--- src/rtl/shift_sequencer.sv ---
// Multi-pass controller that extends the 8-bit barrel shifter to shift amounts of 0..2^AMT_W-1.
// It feeds the shifter at most 7 bits per pass and loops bs_out back as the next pass's input.
module shift_sequencer #(
    parameter int unsigned AMT_W = 5
) (
    input  logic             clk,
    input  logic             rst_n,
    input  logic             start,
    input  logic [7:0]       data_in,
    input  logic [AMT_W-1:0] amount,
    input  logic             dir,
    input  logic             sh_roBar,
    output logic             busy,
    output logic             done,
    output logic [7:0]       result,
    output logic             c,
    output logic             z,
    output logic [7:0]       bs_data,
    output logic [2:0]       bs_bitcount,
    output logic             bs_dir,
    output logic             bs_sh_roBar,
    input  logic [7:0]       bs_out,
    input  logic             bs_c,
    input  logic             bs_z
);

    localparam int unsigned MAX_CHUNK = 7;

    typedef enum logic [1:0] {
        IDLE = 2'd0,
        RUN  = 2'd1,
        DONE = 2'd2
    } state_t;

    state_t           state;
    logic [7:0]       work;
    logic [AMT_W-1:0] rem;
    logic             dir_q;
    logic             mode_q;

    logic [2:0]       chunk;
    logic [AMT_W-1:0] rem_next;

    // Largest chunk the shifter can take this pass, and what remains after it.
    always_comb begin
        chunk    = (rem > AMT_W'(MAX_CHUNK)) ? 3'(MAX_CHUNK) : rem[2:0];
        rem_next = rem - AMT_W'(chunk);
    end

    // The shifter is driven straight from the working registers.
    always_comb begin
        bs_data     = work;
        bs_bitcount = (state == RUN) ? chunk : 3'd0;
        bs_dir      = dir_q;
        bs_sh_roBar = mode_q;
    end

    always_ff @(posedge clk) begin
        if (!rst_n) begin
            state  <= IDLE;
            work   <= 8'h00;
            rem    <= '0;
            dir_q  <= 1'b0;
            mode_q <= 1'b0;
            result <= 8'h00;
            c      <= 1'b0;
            z      <= 1'b0;
            busy   <= 1'b0;
            done   <= 1'b0;
        end else begin
            case (state)
                IDLE: begin
                    done <= 1'b0;
                    if (start) begin
                        busy <= 1'b1;
                        if (amount != '0) begin
                            work   <= data_in;
                            rem    <= amount;
                            dir_q  <= dir;
                            mode_q <= sh_roBar;
                            state  <= RUN;
                        end else begin
                            // Zero amount bypasses the shifter entirely.
                            result <= data_in;
                            c      <= 1'b0;
                            z      <= (data_in == 8'h00);
                            done   <= 1'b1;
                            state  <= DONE;
                        end
                    end
                end
                RUN: begin
                    work <= bs_out;
                    c    <= bs_c;
                    z    <= bs_z;
                    rem  <= rem_next;
                    if (rem_next == '0) begin
                        result <= bs_out;
                        done   <= 1'b1;
                        state  <= DONE;
                    end
                end
                DONE: begin
                    done  <= 1'b0;
                    busy  <= 1'b0;
                    state <= IDLE;
                end
                default: begin
                    done  <= 1'b0;
                    busy  <= 1'b0;
                    state <= IDLE;
                end
            endcase
        end
    end

endmodule
--- config.mk ---
export PLATFORM = sky130hd
export DESIGN_NAME = shift_sequencer
export DESIGN_NICKNAME = d
export VERILOG_FILES = /design/src/rtl/shift_sequencer.sv
export SDC_FILE = /design/constraint.sdc
export NUM_CORES = 1
export LEC_CHECK = 0
export CORE_MARGIN = 2
export CORE_UTILIZATION = 44
export DETAILED_ROUTE_END_ITERATION = 16
export PLACE_DENSITY = 0.77
export SYNTH_ARGS = -nofsm -noshare
export SYNTH_HDL_FRONTEND = slang
export SYNTH_SLANG_ARGS = --single-unit
--- constraint.sdc ---
create_clock -name clk -period 1.95 [get_ports clk]
set_input_delay 0.585 -clock clk [delete_from_list [all_inputs] [get_ports clk]]
set_output_delay 0.585 -clock clk [all_outputs]
set_load 0.02 [all_outputs]
=== Yosys cells after proc, flatten, opt, wreduce, memory -nomap -nowiden ===
Index checks and enable logic that the tools add are counted.
Widths: inputs -> output; s select.

* Add/sub/neg operators: 1
* $mul: 0
* Div/mod/pow operators: 0
* Order comparisons: 1
* Eq/ne operators: 5
* Shift-type cells: 0
* Muxes and demuxes: 28
* Bitwise gates (word level): 1
* Reductions and logical operators: 11

{| class="wikitable"
|+ Operator list
! kind !! count
|-
| $mux 8 || 5
|-
| $pmux 8 s2 || 2
|-
| $mux 5 || 2
|-
| $pmux 5 s2 || 1
|-
| $reduce_and 3->1 || 3
|-
| $logic_not 8->1 || 1
|-
| $mux 1 || 8
|-
| $pmux 1 s2 || 4
|-
| $mux 2 || 3
|-
| $mux 3 || 2
|-
| $ne 2x2->1 const B || 3
|-
| $gt 5x3->1 const B || 1
|-
| $logic_not 5->1 || 1
|-
| $reduce_bool 5->1 || 1
|-
| $sub 5x3->5 || 1
|-
| $pmux 2 s2 || 1
|-
| $reduce_and 2->1 || 2
|-
| $reduce_and 4->1 || 1
|-
| $eq 2x1->1 const B || 1
|-
| $logic_not 2->1 || 1
|-
| $ne 2x1->1 const B || 1
|-
| $reduce_bool 2->1 || 1
|-
| $not 1->1 || 1
|}

* Register bits: 29
* Latch bits: 0
* Bits in writable memories: 0
* Bits in read-only memories: 0
* Bits of input ports: 28
* Output and inout port bits: 25
* Logic and storage cells: 57
* Memories: 0

=== Longest topological paths before layout ===
Gate-level depths: netlist of run 1.

* Depth in word-level cells: 6
* Gate-level depth with buffers: 7
* Depth with buffers taken out: 6

=== Worst setup path before layout of run 1 ===
OpenSTA, ideal clock, no wires.

* Kind: register to output
* Start: register state[1]
* End: output port bs_bitcount[0]
* Arrival: 1.122 ns
* Data required time: 1.365 ns
* Setup slack: 0.243 ns
* Cell stages (with the launch flop): 5
* Cell sequence: dfxtp_1 nand2b_1 buf_4 buf_6 nor2_1

* Word-level cells in the longest chain between the ends: 2

{| class="wikitable"
|+ Ends and longest elaborated chain
! what !! RTL line !! text
|-
| from (decl) || 35 || <nowiki>state_t state;</nowiki>
|-
| from (signal assigned) || 60 || <nowiki>state <= IDLE;</nowiki>
|-
| from (signal assigned) || 81 || <nowiki>state <= RUN;</nowiki>
|-
| from (signal assigned) || 88 || <nowiki>state <= DONE;</nowiki>
|-
| $eq 2x1->1 || 53 || <nowiki>bs_bitcount = (state == RUN) ? chunk : 3'd0;</nowiki>
|-
| $mux 3 || 53 ||
|-
| to (decl) || 19 || <nowiki>output logic [2:0] bs_bitcount,</nowiki>
|}

No other way between the ends.

=== Worst setup path after layout of run 1 ===
* Start: register result[3]
* End: output port result[3]

{| class="wikitable"
|+ RTL lines
! what !! RTL line !! text
|-
| from (decl) || 15 || <nowiki>output logic [7:0] result,</nowiki>
|-
| from (signal assigned) || 84 || <nowiki>result <= data_in;</nowiki>
|-
| from (signal assigned) || 98 || <nowiki>result <= bs_out;</nowiki>
|}

No word-level cell between the ends.

==> results_dict.tcl, run 1 <==
set metrics [dict create \
    cap_violations 0 \
    drtIter0Drc 112 \
    synth-seq-area-share 0.396 \
    grt_max_degree 17 \
    synth_most_common_cell "dfxtp_1" \
    hpwlAfterDp_um 3070 \
    fin_crit_ps 1910 \
    area_growth_pct 42.8 \
    antenna_cells 0 \
    synth-seq-cells 29 \
    die-area_sq_um 3810 \
    path_cells "clkdlybuf4s50_1" \
    fin_tns_setup_ps 0 \
    syn-cell-area_sq_um 1470 \
    cts_buffer_depth 2 \
    status "complete, no violations" \
    clock_latency_ps 340 \
    start_kind "register" \
    cp-end-kind "output pin" \
    grt_pass1_wl_um 6310 \
    switching_power_uw 537 \
    fp-row-count 20 \
    top_layer_used "met4" \
    ys_types 43 \
    cpMaxStageDelayCell "clkdlybuf4s50_1" \
    synth_mux_area_frac 0.0683 \
    numPortBuffers 52 \
    worst-endpoint-required_ps 1360 \
    avgSynthCellArea_sq_um 9.40 \
    crit_path_max_fanout 2 \
    synth_top_family_by_area "compound AO/OA/AOI/OAI gates" \
    dr_wl_met3_um 294 \
    finalHoldViolations 0 \
    synth_area_leader_cell "dfxtp_1" \
    ys_top_cells_by_area "dfxtp_1 40%, mux2i_1 6.8%, a31oi_1 4.7%" \
    layout.nets 245 \
    cts_buffers 5 \
    vdd_drop_max_v 0.000421 \
    drc 0 \
    switching_share 0.336 \
    hold_class "register to register" \
    initial_utilization 0.473 \
    synth_edf_count 0 \
    yosys_warnings 0 \
    synthesis.nets 185 \
    slowest_delay_ps 620 \
    grt_pass1_vias 1362 \
    antenna_left 0 \
    grt-ovfl-total 0 \
    synthCells 156 \
    grtUsageTotal 0.233 \
    finalSetupViolCount 0 \
    via_count 1437 \
    routed_wl_um 4030 \
    max-slew-margin-rel 0.622 \
    synth_xor_area_frac 0 \
    tightest_slew_ps 566 \
    yosysTopAreaCellShare 0.396 \
    pwr-share-seq 0.442 \
    crit_arrival_ps 1320 \
    yosys.area_share.simple 0.190 \
    max_freq_mhz 524 \
    synth-adder-area-share 0.00853 \
    maxSlewViolCount 0 \
    cts.sinks 29 \
    power_frac_comb 0.335 \
    p_int_mw 1.06 \
    ys.flop_type "dfxtp_1" \
    clkPwrFrac 0.223 \
    io_pins 53 \
    p_total_mw 1.60 \
    p_leak_nw 0.871 \
    cts_root_buffer "clkbuf_4" \
    fin_crit_sh 0.978 \
    cts_tree "built" \
    antenna_found_initial 0 \
    crit_buf_inv 1 \
    fp.coreArea_sq_um 3100 \
    viasPerCell 5.51 \
    drt_pass1_iterations 4 \
    rsz0062_at_grt "no" \
    cts-htree-levels 2 \
    path_delay_family "buffers and inverters" \
    die_x_um 61.7 \
    met2_length_um 2050 \
    fp.dieH_um 61.7 \
    wl_per_cell_um 15.4 \
    drive_gt1_frac 0.175 \
    gp_congestion 0.763 \
    clk_pin_slew_ps 90 \
    synth_compound_area_frac 0.267 \
    ys_top_cells_by_count "29 x dfxtp_1, 16 x nand2_1, 14 x nor2_1, 11 x a31oi_1, 10 x mux2i_1" \
    m1WireLength_um 1650 \
    pwr_density_cell_nw_per_um2 762 \
    async_flop_share 0 \
    crit_type "register to output pin" \
    clock_skew_ps 8.81 \
]
## power groups by stage
stage	combinational (mW)	clock [mW]	sequential [mW]
floorplan	0.262	0	0.765
global placement	0.525	0	0.712
detailed placement	0.538	0	0.715
CTS	0.536	0.366	0.703
global route	0.577	0.390	0.713
finish	0.536	0.356	0.705
## path summary, 6_finish.rpt
check | from | slack (ps) | endpoint | cells past startpoint
min | busy | 490 | busy | 2
min reg2reg | busy | 490 | busy | 2
max reg2reg | rem[4] | 220 | rem[2] | 6
max | result[3] | 40 | result[3] | 1
## per-layer routing
metal	up-vias	track usage
li1	690	-
met1	687	0.282
met2	56	0.397
met3	4	0.0663
met4	0	0.0821
met5	-	0
## logic make-up (layout without fill, tap and decap cells)
family / count (synthesis) / in the layout
AOI/OAI and AO/OA: 48 / 48
adders and majority gates: 1 / 1
buffers and inverters: 15 / 76
muxes: 10 / 10
and+or+nand+nor: 53 / 53
DFF: 29 / 29
## final cells by class
class / count / area [sq um]
clock buffers: 6 / 41.3
repair buffers: 64 / 606
inverters: 4 / 15.0
flip-flops and latches: 29 / 584
clock inverters: 2 / 10.0
multi-input cells: 112 / 783
fillers: 280 / 1010
well taps: 44 / 55.1
## cells in the final DEF (no fill, tap or decap), types with 3 or more instances in the layout
| master | n |
|---|---|
| a211oi_1 | 3 |
| a31oi_1 | 11 |
| o21a_1 | 9 |
| nand2_1 | 16 |
| a21oi_1 | 4 |
| nor2_1 | 14 |
| clkdlybuf4s50_1 | 49 |
| nor3_1 | 3 |
| mux2i_1 | 10 |
| o211a_1 | 5 |
| nand3_1 | 3 |
| dfxtp_1 | 26 |
| clkbuf_4 | 5 |
| o21ai_0 | 4 |
| buf_4 | 12 |
| dfxtp_2 | 3 |
## per-stage QoR
| stage | hold slack [ps] | utilization | std cells | instance area, sq um | worst slack [ps] |
|---|---|---|---|---|---|
| finish | 488 | 0.675 | 261 | 2090 | 42.1 |
| floorplan | 509 | - | 156 | 1470 | 243 |
| CTS | 491 | 0.675 | 261 | 2090 | 25.6 |
| detailed placement | 466 | 0.659 | 253 | 2040 | -200 |
| global route | 515 | 0.675 | 261 | 2090 | 3.03 |
| global placement | 456 | 0.659 | 253 | 2040 | -162 |
## repair_timing
item                                   in CTS  in global routing
hold buffers                                0                  0
setup buffers                               0                  0
setup endpoints to repair                   3                  3
cloned                                      0                  0
endpoints found under the hold margin       0                  0
resized for setup                           4                  6
## state kept, by name, summed over array words and instances, names as in the netlist
| register | flops |
|---|---|
| rem | 5 |
| busy | 1 |
| c | 1 |
| result | 8 |
| bs_dir | 1 |
| state | 2 |
| z | 1 |
| bs_data | 8 |
| done | 1 |
| bs_sh_roBar | 1 |
Note: power is estimated with default switching activity, not from simulation.
==> run 2: changes to the inputs <==
--- a/config.mk
+++ b/config.mk
@@ -6,9 +6,9 @@
 export NUM_CORES = 1
 export LEC_CHECK = 0
 export CORE_MARGIN = 2
-export CORE_UTILIZATION = 44
+export CORE_UTILIZATION = 40
 export DETAILED_ROUTE_END_ITERATION = 16
-export PLACE_DENSITY = 0.77
+export PLACE_DENSITY = 0.71
 export SYNTH_ARGS = -nofsm -noshare
 export SYNTH_HDL_FRONTEND = slang
 export SYNTH_SLANG_ARGS = --single-unit
==> run 2 against run 1 <==
Critical path depth unchanged; critical endpoint is now result[2]; design area unchanged; combinational power about the same; flip-flop and latch count unchanged; via count decreased by 2.4%; final cell count unchanged; hold slack got worse by 17 ps; die area increased by 9.3%; worst setup slack improved by 35 ps; first-iteration DRC count decreased by 20%; clock skew decreased by 4.4 ps; clock power decreased by 9.8%.
==> results_dict.tcl, run 2 (synthesis results as in run 1) <==
set metrics [dict create \
    hp-start "result[5]" \
    drtIter0Drc 90 \
    finalHoldViolations 0 \
    cts.sinks 29 \
    routed_wl_um 3810 \
    reg2reg_slack_ps 270 \
    status "complete, no violations" \
    cap_violations 0 \
    start_kind "register" \
    crit_type "register to output pin" \
    slowest_delay_ps 610 \
    fillers 302 \
    final_area_sq_um 2090 \
    layout.nets 245 \
    cp-startpoint "result[2]" \
    max_freq_mhz 534 \
    clk_pin_slew_ps 90 \
    path_delay_family "buffers and inverters" \
    cpMaxStageDelayCell "clkdlybuf4s50_1" \
    grt-ovfl-total 0 \
    path_cells "clkdlybuf4s50_1" \
    drive_gt1_frac 0.172 \
    crit_arrival_ps 1290 \
    antenna_left 0 \
    io_pins 53 \
    cts-htree-levels 2 \
    fin_crit_sh 0.961 \
    p_total_mw 1.56 \
    maxSlewViolCount 0 \
    cts_buffer_depth 2 \
    initial_utilization 0.429 \
    placed_cell_area_sq_um 2050 \
    layout_common_cells "48 x clkdlybuf4s50_1, 27 x dfxtp_1, 16 x nand2_1" \
    fp-row-count 21 \
    layout_commonest_cell "clkdlybuf4s50_1" \
    grt_pass1_vias 1351 \
    r2r-end "rem[2]" \
    drt_pass1_iterations 4 \
    antenna_cells 0 \
    crit_buf_inv 1 \
    cts_tree "built" \
    rr_worst_depth 6 \
    worst-endpoint-required_ps 1360 \
    max-slew-margin-rel 0.631 \
    via_count 1403 \
    crit_path_max_fanout 2 \
    die_x_um 64.5 \
    numPortBuffers 52 \
    antenna_found_initial 0 \
    cts_buffers 5 \
    rsz0062_at_grt "no" \
    cp-end-kind "output pin" \
    pwr_density_cell_nw_per_um2 745 \
    viasPerCell 5.38 \
    worstHoldEndpoint "result[5]" \
    vdd_drop_max_v 0.000382 \
    tightest_slew_ps 553 \
    hpwlAfterDp_um 2950 \
    gp_congestion 0.748 \
    fp.coreArea_sq_um 3420 \
    grt_pass1_wl_um 6350 \
    fp.dieH_um 64.5 \
    wl_per_cell_um 14.6 \
    cts_root_buffer "clkbuf_4" \
    die-area_sq_um 4170 \
    finalSetupViolCount 0 \
    reg2reg_from "rem[3]" \
    drc 0 \
    clock_latency_ps 320 \
    post_cts_buffers 0 \
    hold_class "register to register" \
    worstHoldPathCells 1 \
    postCtsHoldBufs 0 \
    p_leak_nw 0.880 \
    grt_max_degree 17 \
    grtUsageTotal 0.198 \
    clock_skew_ps 4.45 \
    fin_crit_ps 1870 \
    fin_tns_setup_ps 0 \
    area_growth_pct 42.8 \
    fin_util 0.613 \
]
==> run 2: cell count changes in the layout (fill, tap and decap cells not counted), sizes merged <==
cell / change
clkbuf: -1
dlymetal6s2s: +1
clkinv: -1
clkdlybuf4s50: -1
==> run 2: what timing repair did <==
item | CTS | global route
resized for setup | 3 | 8
endpoints found under the hold margin | 0 | 0
setup endpoints to repair | 3 | 4
==> run 2: worst max path at each step <==
stage	to	slack (ps)	depth (start not counted)
2_1_floorplan	bs_bitcount[0]	240	4
4_1_cts	bs_bitcount[1]	40	3
3_5_place_dp	result[3]	-200	6
3_3_place_gp	result[1]	-180	6
6_report	result[2]	80	1
5_1_grt	bs_bitcount[1]	2	3
==> run 2: power by group <==
group | switching, mW | leakage (nW) | internal, mW
logic | 0.265 | 0.613 | 0.268
clock network | 0.197 | 0.0269 | 0.125
registers | 0.0493 | 0.240 | 0.656
total | 0.511 | 0.880 | 1.05
==> run 2: cell type report <==
cell class | count | area (sq um) | area share
Multi-Input combinational cell | 112 | 788 | 0.376
Clock inverter | 1 | 5.00 | 0.00239
Timing Repair Buffer | 64 | 608 | 0.290
Tap cell | 46 | 57.6 | 0.0275
Clock buffer | 5 | 37.5 | 0.0179
Sequential cell | 29 | 583 | 0.278
Inverter | 4 | 15.0 | 0.00717
==> run 2: per-layer routing <==
layer,up-vias,wire [um],track usage
met3,6,244,0.0694
met5,-,0,0
met4,0,50,0.0479
met2,43,1840,0.324
li1,689,-,-
met1,665,1680,0.250
==> run 2: worst reg2reg max path, cell delays in order, from the launching register on <==
cell	delay, ps
dfxtp_2	420
nor2_2	110
or2_2	310
ha_1	220
or3_1	360
nand3_1	90
a31oi_1	70
==> run 2: stage by stage <==
step,cells,setup WS [ps],hold slack [ps]
2_1_floorplan,156,243,509
3_3_place_gp,255,-177,453
3_5_place_dp,255,-205,458
4_1_cts,261,44.7,479
5_1_grt,261,1.68,496
6_report,261,76.7,471
==> run 3: changes to the inputs <==
--- a/config.mk
+++ b/config.mk
@@ -5,6 +5,7 @@
 export SDC_FILE = /design/constraint.sdc
 export NUM_CORES = 1
 export LEC_CHECK = 0
+export ABC_AREA = 0
 export CORE_MARGIN = 2
 export CORE_UTILIZATION = 40
 export DETAILED_ROUTE_END_ITERATION = 16
==> results of run 3 <==
Final layout, timing and power as in run 2 (identical DEF).
